==> src/rtl/pio_loader_if.sv <==
// Bundle between pio_loader, its instruction memory and the downstream pio block.
// master = loader side; slave = host/memory/pio side.
// Optional PIO_LOADER_IMM_EN adds the immediate-instruction request fields.
interface pio_loader_if #(
  parameter int ADDR_W = 5
);
  logic              start;
  logic [1:0]        machine;
  logic [5:0]        plen;
  logic [31:0]       exec_ctrl;
  logic [23:0]       div;
  logic [31:0]       pin_grps;
  logic [3:0]        en_mask;
`ifdef PIO_LOADER_IMM_EN
  logic              imm_req;
  logic [15:0]       imm_instr;
`endif
  logic [ADDR_W-1:0] prog_addr;
  logic [15:0]       prog_data;
  logic [3:0]        action;
  logic [ADDR_W-1:0] index;
  logic [1:0]        mindex;
  logic [31:0]       din;
  logic              busy;
  logic              done;

`ifdef PIO_LOADER_IMM_EN
  modport master (
    input  start, machine, plen, exec_ctrl, div, pin_grps, en_mask, imm_req, imm_instr, prog_data,
    output prog_addr, action, index, mindex, din, busy, done
  );
  modport slave (
    output start, machine, plen, exec_ctrl, div, pin_grps, en_mask, imm_req, imm_instr, prog_data,
    input  prog_addr, action, index, mindex, din, busy, done
  );
`else
  modport master (
    input  start, machine, plen, exec_ctrl, div, pin_grps, en_mask, prog_data,
    output prog_addr, action, index, mindex, din, busy, done
  );
  modport slave (
    output start, machine, plen, exec_ctrl, div, pin_grps, en_mask, prog_data,
    input  prog_addr, action, index, mindex, din, busy, done
  );
`endif
endinterface

==> src/rtl/pio_loader.sv <==
// Streams a program from sync instruction memory into pio, then PEND/DIV/GRPS/EN (opt. IMM), one action per clock.
// Latency: FETCH 1 cycle after start, INSTR k at 2+k, done at 6+plen (7+plen with IMM); outputs registered.
// No backpressure: pio accepts every action; start while busy or in FIN is dropped. Optional: PIO_LOADER_IMM_EN.
module pio_loader #(
  parameter int PROG_DEPTH = 32,
  parameter int ADDR_W     = 5
) (
  input  logic       clk,
  input  logic       reset,
  pio_loader_if.master bus
);

  typedef enum logic [3:0] {
    S_IDLE, S_FETCH, S_INSTR, S_PEND, S_DIV, S_GRPS, S_EN, S_IMM, S_FIN
  } state_t;

  localparam logic [3:0] A_NONE  = 4'd0;
  localparam logic [3:0] A_INSTR = 4'd1;
  localparam logic [3:0] A_PEND  = 4'd2;
  localparam logic [3:0] A_GRPS  = 4'd5;
  localparam logic [3:0] A_EN    = 4'd6;
  localparam logic [3:0] A_DIV   = 4'd7;
`ifdef PIO_LOADER_IMM_EN
  localparam logic [3:0] A_IMM   = 4'd9;
`endif
  localparam logic [5:0] DEPTH6  = 6'(PROG_DEPTH);
  localparam logic [5:0] LAST6   = 6'(PROG_DEPTH - 1);

  state_t            state_q, state_d;
  logic [5:0]        k_q, k_d;
  logic [5:0]        plen_q, plen_d;
  logic [31:0]       ec_q, ec_d;
  logic [23:0]       div_q, div_d;
  logic [31:0]       grps_q, grps_d;
  logic [3:0]        en_q, en_d;
`ifdef PIO_LOADER_IMM_EN
  logic              imm_req_q, imm_req_d;
  logic [15:0]       imm_instr_q, imm_instr_d;
`endif
  logic [3:0]        action_q, action_d;
  logic [ADDR_W-1:0] index_q, index_d;
  logic [1:0]        mindex_q, mindex_d;
  logic [31:0]       din_q, din_d;
  logic [ADDR_W-1:0] prog_addr_q, prog_addr_d;
  logic              busy_q, busy_d;
  logic              done_q, done_d;

  // Read address never walks past the last slot, even on a full-depth program.
  function automatic logic [ADDR_W-1:0] sat_addr(input logic [5:0] a);
    return (a > LAST6) ? ADDR_W'(LAST6) : ADDR_W'(a);
  endfunction

  // Next-state, shadow latching and next registered outputs.
  always_comb begin
    state_d     = state_q;
    k_d         = k_q;
    plen_d      = plen_q;
    ec_d        = ec_q;
    div_d       = div_q;
    grps_d      = grps_q;
    en_d        = en_q;
`ifdef PIO_LOADER_IMM_EN
    imm_req_d   = imm_req_q;
    imm_instr_d = imm_instr_q;
`endif
    action_d    = A_NONE;
    index_d     = index_q;
    mindex_d    = mindex_q;
    din_d       = din_q;
    prog_addr_d = prog_addr_q;
    busy_d      = busy_q;
    done_d      = 1'b0;
    case (state_q)
      S_IDLE: begin
        if (bus.start) begin
          plen_d      = (bus.plen > DEPTH6) ? DEPTH6 : bus.plen;
          ec_d        = bus.exec_ctrl;
          div_d       = bus.div;
          grps_d      = bus.pin_grps;
          en_d        = bus.en_mask;
`ifdef PIO_LOADER_IMM_EN
          imm_req_d   = bus.imm_req;
          imm_instr_d = bus.imm_instr;
`endif
          mindex_d    = bus.machine;
          prog_addr_d = '0;
          busy_d      = 1'b1;
          state_d     = S_FETCH;
        end
      end
      S_FETCH: begin
        k_d = '0;
        if (plen_q != 6'd0) begin
          state_d     = S_INSTR;
          action_d    = A_INSTR;
          index_d     = '0;
          prog_addr_d = sat_addr(6'd1);
        end else begin
          state_d  = S_PEND;
          action_d = A_PEND;
          din_d    = ec_q;
        end
      end
      S_INSTR: begin
        if (k_q == plen_q - 6'd1) begin
          state_d  = S_PEND;
          action_d = A_PEND;
          din_d    = ec_q;
        end else begin
          k_d         = k_q + 6'd1;
          action_d    = A_INSTR;
          index_d     = ADDR_W'(k_q + 6'd1);
          prog_addr_d = sat_addr(k_q + 6'd2);
        end
      end
      S_PEND: begin
        state_d  = S_DIV;
        action_d = A_DIV;
        din_d    = {8'h00, div_q};
      end
      S_DIV: begin
        state_d  = S_GRPS;
        action_d = A_GRPS;
        din_d    = grps_q;
      end
      S_GRPS: begin
        state_d  = S_EN;
        action_d = A_EN;
        din_d    = {28'h0, en_q};
      end
      S_EN: begin
`ifdef PIO_LOADER_IMM_EN
        if (imm_req_q) begin
          state_d  = S_IMM;
          action_d = A_IMM;
          din_d    = {16'h0, imm_instr_q};
        end else begin
          state_d = S_FIN;
          busy_d  = 1'b0;
          done_d  = 1'b1;
        end
`else
        state_d = S_FIN;
        busy_d  = 1'b0;
        done_d  = 1'b1;
`endif
      end
      S_IMM: begin
        state_d = S_FIN;
        busy_d  = 1'b0;
        done_d  = 1'b1;
      end
      S_FIN:   state_d = S_IDLE;
      default: state_d = S_IDLE;
    endcase
  end

  // State, shadow and output registers; reset aborts any partial load.
  always_ff @(posedge clk or negedge reset) begin
    if (!reset) begin
      state_q     <= S_IDLE;
      k_q         <= '0;
      plen_q      <= '0;
      ec_q        <= '0;
      div_q       <= '0;
      grps_q      <= '0;
      en_q        <= '0;
`ifdef PIO_LOADER_IMM_EN
      imm_req_q   <= 1'b0;
      imm_instr_q <= '0;
`endif
      action_q    <= A_NONE;
      index_q     <= '0;
      mindex_q    <= '0;
      din_q       <= '0;
      prog_addr_q <= '0;
      busy_q      <= 1'b0;
      done_q      <= 1'b0;
    end else begin
      state_q     <= state_d;
      k_q         <= k_d;
      plen_q      <= plen_d;
      ec_q        <= ec_d;
      div_q       <= div_d;
      grps_q      <= grps_d;
      en_q        <= en_d;
`ifdef PIO_LOADER_IMM_EN
      imm_req_q   <= imm_req_d;
      imm_instr_q <= imm_instr_d;
`endif
      action_q    <= action_d;
      index_q     <= index_d;
      mindex_q    <= mindex_d;
      din_q       <= din_d;
      prog_addr_q <= prog_addr_d;
      busy_q      <= busy_d;
      done_q      <= done_d;
    end
  end

  // Memory data arrives straight from the memory's own output register,
  // so INSTR payload bypasses din_q to land in the same cycle as its index.
  assign bus.din       = (action_q == A_INSTR) ? {16'h0, bus.prog_data} : din_q;
  assign bus.action    = action_q;
  assign bus.index     = index_q;
  assign bus.mindex    = mindex_q;
  assign bus.prog_addr = prog_addr_q;
  assign bus.busy      = busy_q;
  assign bus.done      = done_q;

endmodule

==> src/flat_wrapper.sv <==
// flat-port wrapper written by rule: the top's interface ports become plain ports
module pio_loader_flat 
#(
  parameter int PROG_DEPTH = 32,
  parameter int ADDR_W     = 5
)
  (clk, reset, bus_start, bus_machine, bus_plen, bus_exec_ctrl, bus_div, bus_pin_grps, bus_en_mask, bus_prog_data, bus_prog_addr, bus_action, bus_index, bus_mindex, bus_din, bus_busy, bus_done);
  pio_loader_if #(.ADDR_W(ADDR_W)) bus_i ();
  input  logic clk;
  input  logic reset;
  input wire logic [$bits(bus_i.start)-1:0] bus_start;
  input wire logic [$bits(bus_i.machine)-1:0] bus_machine;
  input wire logic [$bits(bus_i.plen)-1:0] bus_plen;
  input wire logic [$bits(bus_i.exec_ctrl)-1:0] bus_exec_ctrl;
  input wire logic [$bits(bus_i.div)-1:0] bus_div;
  input wire logic [$bits(bus_i.pin_grps)-1:0] bus_pin_grps;
  input wire logic [$bits(bus_i.en_mask)-1:0] bus_en_mask;
  input wire logic [$bits(bus_i.prog_data)-1:0] bus_prog_data;
  output wire logic [$bits(bus_i.prog_addr)-1:0] bus_prog_addr;
  output wire logic [$bits(bus_i.action)-1:0] bus_action;
  output wire logic [$bits(bus_i.index)-1:0] bus_index;
  output wire logic [$bits(bus_i.mindex)-1:0] bus_mindex;
  output wire logic [$bits(bus_i.din)-1:0] bus_din;
  output wire logic [$bits(bus_i.busy)-1:0] bus_busy;
  output wire logic [$bits(bus_i.done)-1:0] bus_done;
  assign bus_i.start = bus_start;
  assign bus_i.machine = bus_machine;
  assign bus_i.plen = bus_plen;
  assign bus_i.exec_ctrl = bus_exec_ctrl;
  assign bus_i.div = bus_div;
  assign bus_i.pin_grps = bus_pin_grps;
  assign bus_i.en_mask = bus_en_mask;
  assign bus_i.prog_data = bus_prog_data;
  assign bus_prog_addr = bus_i.prog_addr;
  assign bus_action = bus_i.action;
  assign bus_index = bus_i.index;
  assign bus_mindex = bus_i.mindex;
  assign bus_din = bus_i.din;
  assign bus_busy = bus_i.busy;
  assign bus_done = bus_i.done;
  pio_loader #(.PROG_DEPTH(PROG_DEPTH), .ADDR_W(ADDR_W)) u_core (.clk(clk), .reset(reset), .bus(bus_i));
endmodule
==> config.mk <==
export PLATFORM = sky130hd
export DESIGN_NAME = pio_loader_flat
export DESIGN_NICKNAME = d
export VERILOG_FILES = /design/src/rtl/pio_loader_if.sv /design/src/rtl/pio_loader.sv /design/src/flat_wrapper.sv
export SDC_FILE = /design/constraint.sdc
export NUM_CORES = 1
export LEC_CHECK = 0
export ABC_AREA = 1
export CAP_MARGIN = 20
export CELL_PAD_IN_SITES_DETAIL_PLACEMENT = 2
export CELL_PAD_IN_SITES_GLOBAL_PLACEMENT = 2
export CORE_MARGIN = 2
export CORE_UTILIZATION = 32
export CTS_BUF_LIST = sky130_fd_sc_hd__clkbuf_4
export CTS_CLUSTER_DIAMETER = 200
export DETAILED_ROUTE_END_ITERATION = 6
export HOLD_SLACK_MARGIN = 0.06
export PLACE_DENSITY = 0.94
export SLEW_MARGIN = 15
export SYNTH_ARGS = -nofsm -noshare
export SYNTH_HDL_FRONTEND = slang
export SYNTH_SLANG_ARGS = --single-unit
export TNS_END_PERCENT = 30
==> constraint.sdc <==
create_clock -name clk -period 5 [get_ports clk]
set_clock_uncertainty 0.2 [all_clocks]
set_input_delay 1 -clock clk [delete_from_list [all_inputs] [get_ports clk]]
set_output_delay 1 -clock clk [all_outputs]
set_load 0.01 [all_outputs]
==> impl_metrics.csv, run 1 <==
group,metric,value,unit
status,outcome,"complete, no violations",
global_route,antenna_found_initial,2,
synth,async_reset_ff_share,100.0,%
timing,drv_slew,0,
drt,drtPass1Iterations,4,
placed_design,io_buffers,167,
global_route,grt_pass1_wl,40340,um
die,die_h,154.8,um
synth,yosysMostFrequentCell,"nand2_1",
critical_path,arrival,2.77,ns
synth,synthTopCellsByArea,"dfrtp_1, nand2_1, nand3_1",
timing,hold_violations,0,
global_route,grt_pass1_vias,7625,
synth,synth_top_area_share,53.96,%
synth,synth_edf_count,0,
placed_design,dp_hpwl,17210,um
drt,vias,6728,
global_route,overflow,0,
die,ioPinCount,169,
cts,cts.sinks,157,
hold_path,hp-class,"flop to flop",
critical_path,crit_type,"flop to output pin",
die,coreArea,0.02250,sq mm
drt,drtAntennaViolNets,0,
run,max_cap_viol_count,0,
drt,drtIter0Drc,237,
final_layout,area_growth,29.80,%
die,die_area,0.02398,sq mm
power,power_per_cell_area,612.5,mW/mm^2
critical_path,required,3.80,ns
die,die_w,154.8,um
cts,post_cts_buffers,0,
final_layout,nFillCells,2533,
synth,ys_seq_area_share,53.96,%
synth,syn_nets,1047,
final_layout,final_nets,1197,
drt,routed_wl,24940,um
timing,setup_viol,0,
synth,synth_warnings,0,
synth,synth_area_per_cell,7.871,sq um
cts,clock_path_buffers,2,
cts,post_cts_resized,0,
cts,clk_pin_slew,0.15,ns
timing,fin_crit,3.972,ns
timing,whs,0.2906,ns
placed_design,gp_congestion,0.7522,
die,row_count,55,
critical_path,endpoint_kind,"output pin",
synth,yosys.area.top_type,"dfrtp_1",
drt,wl_per_cell,18.14,um
cts,cts-root-buf,"clkbuf_4",
final_layout,drive_gt1_share,6.618,%
synth,netlist_area,0.007281,sq mm
cts,cts_tree,"yes",
cts,cts_hold_buffers,0,
power,leakagePower,4.852,nW
synth,synth_ff_type,"dfrtp_1",
timing,slew_headroom,30.50,%
hold_path,min_path_cells,2,
synth,netlist_instances,925,
drt,viasPerCell,4.893,
cts,clk_latency,0.56,ns
critical_path,crit_fanout,32,
timing,clock.fmax,251.7,MHz
critical_path,critPathLaunchType,"flop",
timing,rsz0062_at_grt,"no",
drt,drc,0,
die,start_util,32.35,%
power,ir_worst_vdd,337.4,uV
synth,ys_top_cells_by_count,"nand2_1, dfrtp_1, nand3_1, inv_1, o21ai_0",
timing,post-route-period-util,79.45,%
cts,cts_max_level,4,
cts,cts_buffers,17,
synth,ys_seq_elements,157,
global_route,grt_usage,21.55,%
global_route,grt_start_max_net_pins,88,
timing,tightest_slew,1.043,ns
synth,ys_types,30,
critical_path,reg2reg_depth,9,
timing,fin_tns_setup,0,ns
-- through the flow --
| step | cells | power, mW | area (sq um) | worst slack (ns) | utilization [%] |
|---|---|---|---|---|---|
| finish | 1375 | 5.789 | 9450 | 1.028 | 42.00 |
| global placement | 1341 | 4.813 | 9159 | 1.638 | 40.70 |
| floorplan | 925 | 3.885 | 7281 | 2.284 | - |
| global route | 1374 | 6.296 | 9448 | 0.8654 | 41.99 |
| CTS | 1373 | 5.885 | 9445 | 0.9575 | 41.97 |
| detailed placement | 1341 | 5.042 | 9159 | 1.601 | 40.70 |
-- power by group --
group / internal (mW) / switching, mW
Sequential: 1.82 / 0.338
Clock: 0.275 / 0.523
Combinational: 1.05 / 1.78
Total: 3.15 / 2.64
-- placed cells by master, fill, tap and decap left out, drive strengths merged --
master,count
a22o,1
diode,2
xor2,1
o21ai,39
inv,69
nand3,69
xnor2,2
nand2,488
or3b,1
clkdlybuf4s50,166
a21boi,1
buf,10
nor3,1
conb,1
or2,1
mux2,16
ha,3
nand4,6
clkinv,6
clkbuf,18
nor2,21
o211ai,1
a31oi,1
dfrtp,157
bufinv,1
a21oi,8
-- path summary, 6_finish.rpt --
kind | endpoint | slack (ns) | from
hold / removal | u_core.bus.index[0] | 0.29 | u_core.bus.index[0]
min in group asynchronous | u_core.ec_q[7] | 0.31 | reset
setup / recovery | bus_din[13] | 1.03 | u_core.bus.action[2]
max in group asynchronous | u_core.grps_q[17] | 3.26 | reset
setup reg to reg | u_core.din_q[7] | 1.70 | u_core.state_q[2]
hold reg to reg | u_core.bus.index[0] | 0.29 | u_core.bus.index[0]
-- critical path, cell delays in order (launching register included) --
cell and delay (ns):
dfrtp_1 0.42, or3b_2 0.86, mux2_2 0.44, clkdlybuf4s50_1 0.48
-- area by class of cell --
type | instances | area, sq um | share of cell area (%)
diodes | 2 | 5.005 | 0.05296
clock buffers | 18 | 135.1 | 1.430
clock inverters | 14 | 151.4 | 1.602
inverters | 62 | 234.0 | 2.476
multi-input cells | 661 | 2887 | 30.54
flip-flops and latches | 157 | 3929 | 41.57
well taps | 285 | 356.6 | 3.773
repair buffers | 176 | 1753 | 18.55
-- registers in the layout, indices dropped and copies added (netlist names) --
| register | flops |
|---|---|
| u_core.ec_q | 32 |
| u_core.plen_q | 6 |
| u_core.en_q | 4 |
| u_core.bus.mindex | 2 |
| u_core.bus.busy | 1 |
| u_core.bus.prog_addr | 5 |
| u_core.state_q | 4 |
| u_core.bus.done | 1 |
| u_core.bus.index | 5 |
| u_core.din_q | 32 |
| u_core.k_q | 6 |
| u_core.grps_q | 32 |
| u_core.div_q | 24 |
| u_core.bus.action | 3 |
-- per-layer routing --
metal / track usage (%) / routed length [um] / vias to the layer above
met5: 0 / 0 / -
met4: 6.658 / 461 / 0
met2: 38.69 / 12820 / 150
li1: - / - / 3162
met1: 26.27 / 10760 / 3385
met3: 3.979 / 897 / 31
-- cell families after synthesis --
logic type / count (synthesis) / share of synthesized area (%)
XOR/XNOR: 3 / 0.3610
AND/OR/NAND/NOR: 587 / 32.24
buffers and inverters: 107 / 6.599
multiplexers: 16 / 2.475
flip-flops: 157 / 53.96
adder cells (fa/ha/maj): 3 / 0.5156
other: 1 / 0.05151
AO/OA/AOI/OAI: 51 / 3.798
(Power assumes the default switching activity.)
==> run 2: changes to the inputs <==
--- a/config.mk
+++ b/config.mk
@@ -10,12 +10,12 @@
 export CELL_PAD_IN_SITES_DETAIL_PLACEMENT = 2
 export CELL_PAD_IN_SITES_GLOBAL_PLACEMENT = 2
 export CORE_MARGIN = 2
-export CORE_UTILIZATION = 32
+export CORE_UTILIZATION = 29
 export CTS_BUF_LIST = sky130_fd_sc_hd__clkbuf_4
 export CTS_CLUSTER_DIAMETER = 200
 export DETAILED_ROUTE_END_ITERATION = 6
 export HOLD_SLACK_MARGIN = 0.06
-export PLACE_DENSITY = 0.94
+export PLACE_DENSITY = 0.87
 export SLEW_MARGIN = 15
 export SYNTH_ARGS = -nofsm -noshare
 export SYNTH_HDL_FRONTEND = slang
==> constraint.sdc (replaced) <==
create_clock -name clk -period 3.7 [get_ports clk]
set_clock_uncertainty 0.2 [all_clocks]
set_input_delay 0.74 -clock clk [delete_from_list [all_inputs] [get_ports clk]]
set_output_delay 0.74 -clock clk [all_outputs]
set_load 0.01 [all_outputs]
==> run 2 against run 1 <==
Sequential share of layout area is 0.36 points lower; final cell count increased by 2.9%; global-route usage fell by 2.1 points; sequential power rose by 34%; highest routed layer is now met5; total power rose by 34%; via count fell by 1.3%; first-iteration DRC count rose by 0.84%; clock-buffer cell count up 1; worst hold slack improved by 0.0029 ns; clock power grew 37%.
==> impl_metrics.csv, run 2 (same netlist as run 1, synthesis figures left out) <==
group,metric,value,unit
power,leakagePower,4.853,nW
drt,met1_length,10570,um
final_layout,reg_top3,"u_core.din_q x32, u_core.ec_q x32, u_core.grps_q x32",
timing,fin_crit,3.397,ns
drt,wl_met3,927,um
timing,rsz0062_at_grt,"no",
run,max_cap_viol_count,0,
placed_design,dp_hpwl,17290,um
drt,drc,0,
critical_path,startpoint,"u_core.bus.action[1]",
power,clkPwrFrac,14.0,%
drt,viasPerCell,4.693,
hold_path,hp-class,"flop to flop",
die,die_w,162.5,um
cts,cts.sinks,157,
global_route,grt_pass1_wl,39590,um
die,row_count,57,
power,switchingPower,3.446,mW
critical_path,rrSetupSlack,0.71,ns
critical_path,reg2reg_depth,12,
die,start_util,29.76,%
global_route,antenna_found_initial,3,
timing,clock.fmax,294.4,MHz
drt,vias,6641,
cts,clk_pin_slew,0.14,ns
timing,setup_viol,0,
power,ir_worst_vdd,464.6,uV
power,p_seq_share,37.4,%
drt,drtAntennaViolNets,0,
timing,post-route-period-util,91.80,%
critical_path,worstReg2RegStart,"u_core.plen_q[0]",
critical_path,required,2.76,ns
critical_path,endpoint,"bus_din[11]",
drt,drtIter0Drc,239,
timing,tightest_slew,0.8872,ns
global_route,grt_start_max_net_pins,72,
critical_path,crit_type,"flop to output pin",
global_route,overflow,0,
final_layout,area_growth,30.93,%
timing,fin_tns_setup,0,ns
die,die_area,0.02639,sq mm
placed_design,gp_congestion,0.7538,
power,power_per_cell_area,814.3,mW/mm^2
critical_path,r2r_end,"u_core.din_q[6]",
power,p_int,4.316,mW
critical_path,endpoint_kind,"output pin",
drt,drtPass1Iterations,4,
final_layout,final_cell_mix,"nand2_1, clkdlybuf4s50_1, dfrtp_1",
power,power,7.762,mW
status,outcome,"complete, no violations",
drt,wl_per_cell,17.35,um
die,die_h,162.5,um
final_layout,final_common_cell,"nand2_1",
cts,cts_tree,"yes",
cts,cts_max_level,4,
power,power_frac_comb,48.6,%
drt,wl_met2,12590,um
die,ioPinCount,169,
cts,cts_buffers,17,
critical_path,crit_fanout,32,
final_layout,final_nets,1198,
global_route,grt_usage,19.42,%
timing,hold_violations,0,
cts,clk_latency,0.59,ns
power,sw_frac_of_total,44.40,%
final_layout,drive_gt1_share,6.520,%
cts,clock_path_buffers,2,
cts,post_cts_buffers,0,
drt,routed_wl,24550,um
timing,drv_slew,0,
global_route,grt_pass1_vias,7424,
critical_path,critPathLaunchType,"flop",
cts,cts-root-buf,"clkbuf_4",
drt,highest_layer,"met5",
critical_path,arrival,2.46,ns
placed_design,io_buffers,167,
timing,slew_headroom,40.79,%
die,coreArea,0.02446,sq mm
[run 2: changes by cell type in the layout (fill, tap and decap cells not counted), sizes merged]
cell / delta
inv: -5
clkbuf: +1
clkinvlp: +3
bufinv: +1
dlygate4sd3: +1
[run 2: worst min-delay path by stage]
stage / from / end / slack, ns / cells past startpoint
after CTS: u_core.din_q[22] / u_core.din_q[22] / 0.30 / 2
after detailed placement: u_core.din_q[22] / u_core.din_q[22] / 0.26 / 2
final: u_core.din_q[22] / u_core.din_q[22] / 0.29 / 2
after floorplan: reset / u_core.bus.action[0] / 0.24 / 0
after global placement: u_core.bus.index[1] / u_core.bus.index[1] / 0.25 / 2
after global routing: u_core.en_q[3] / u_core.en_q[3] / 0.32 / 2
[run 2: per-layer routing]
layer / global-route usage [%] / vias to the layer above
li1: - / 3165
met1: 23.56 / 3312
met2: 34.80 / 131
met3: 3.794 / 31
met4: 5.953 / 2
met5: 0 / -
[run 2: layout make-up]
class                           count  area [sq um]
Inverter                           62         234.0
Tap cell                          324         405.4
Antenna cell                        2         5.005
Fill cell                        2793         14930
Clock inverter                     13         140.1
Multi-Input combinational cell    661          2889
Timing Repair Buffer              177          1788
Clock buffer                       19         142.6
Sequential cell                   157          3929
[run 2: timing repair]
action / in CTS / in global routing
resized for setup: 1 / 0
hold buffers: 1 / 0
endpoints found under the hold margin: 69 / 0
endpoints found under the setup margin: 16 / 0
[run 2: worst max-delay path, stage by stage, from the launching register on]
cell and delay (ns):
dfrtp_1 0.40, or3b_4 0.62, mux2_2 0.31, clkdlybuf4s50_1 0.53
[run 2: metrics by stage]
stage | setup WS, ns | instances | hold slack (ns) | cell area, sq um | util [%]
finish | 0.3034 | 1415 | 0.2936 | 9533 | 38.97
global route | 0.1692 | 1415 | 0.3222 | 9533 | 38.97
CTS | 0.2220 | 1413 | 0.2976 | 9528 | 38.95
detailed placement | 0.6125 | 1380 | 0.2632 | 9233 | 37.74
global placement | 0.6496 | 1380 | 0.2536 | 9233 | 37.74
floorplan | 1.244 | 925 | 0.2364 | 7281 | -
[run 2: power groups by stage]
stage,clock [mW],sequential (mW),combinational (mW)
2_1_floorplan,0,2.80,2.45
3_3_place_gp,0,2.89,3.65
3_5_place_dp,0,2.94,3.85
4_1_cts,1.12,2.91,3.89
5_1_grt,1.19,2.99,4.29
6_report,1.09,2.90,3.77
==> run 3: changes to the inputs <==
--- a/config.mk
+++ b/config.mk
@@ -13,6 +13,7 @@
 export CORE_UTILIZATION = 29
 export CTS_BUF_LIST = sky130_fd_sc_hd__clkbuf_4
 export CTS_CLUSTER_DIAMETER = 200
+export CTS_CLUSTER_SIZE = 20
 export DETAILED_ROUTE_END_ITERATION = 6
 export HOLD_SLACK_MARGIN = 0.06
 export PLACE_DENSITY = 0.87
==> results of run 3 <==
The final DEF is identical to that of run 2; final timing and power are the same.
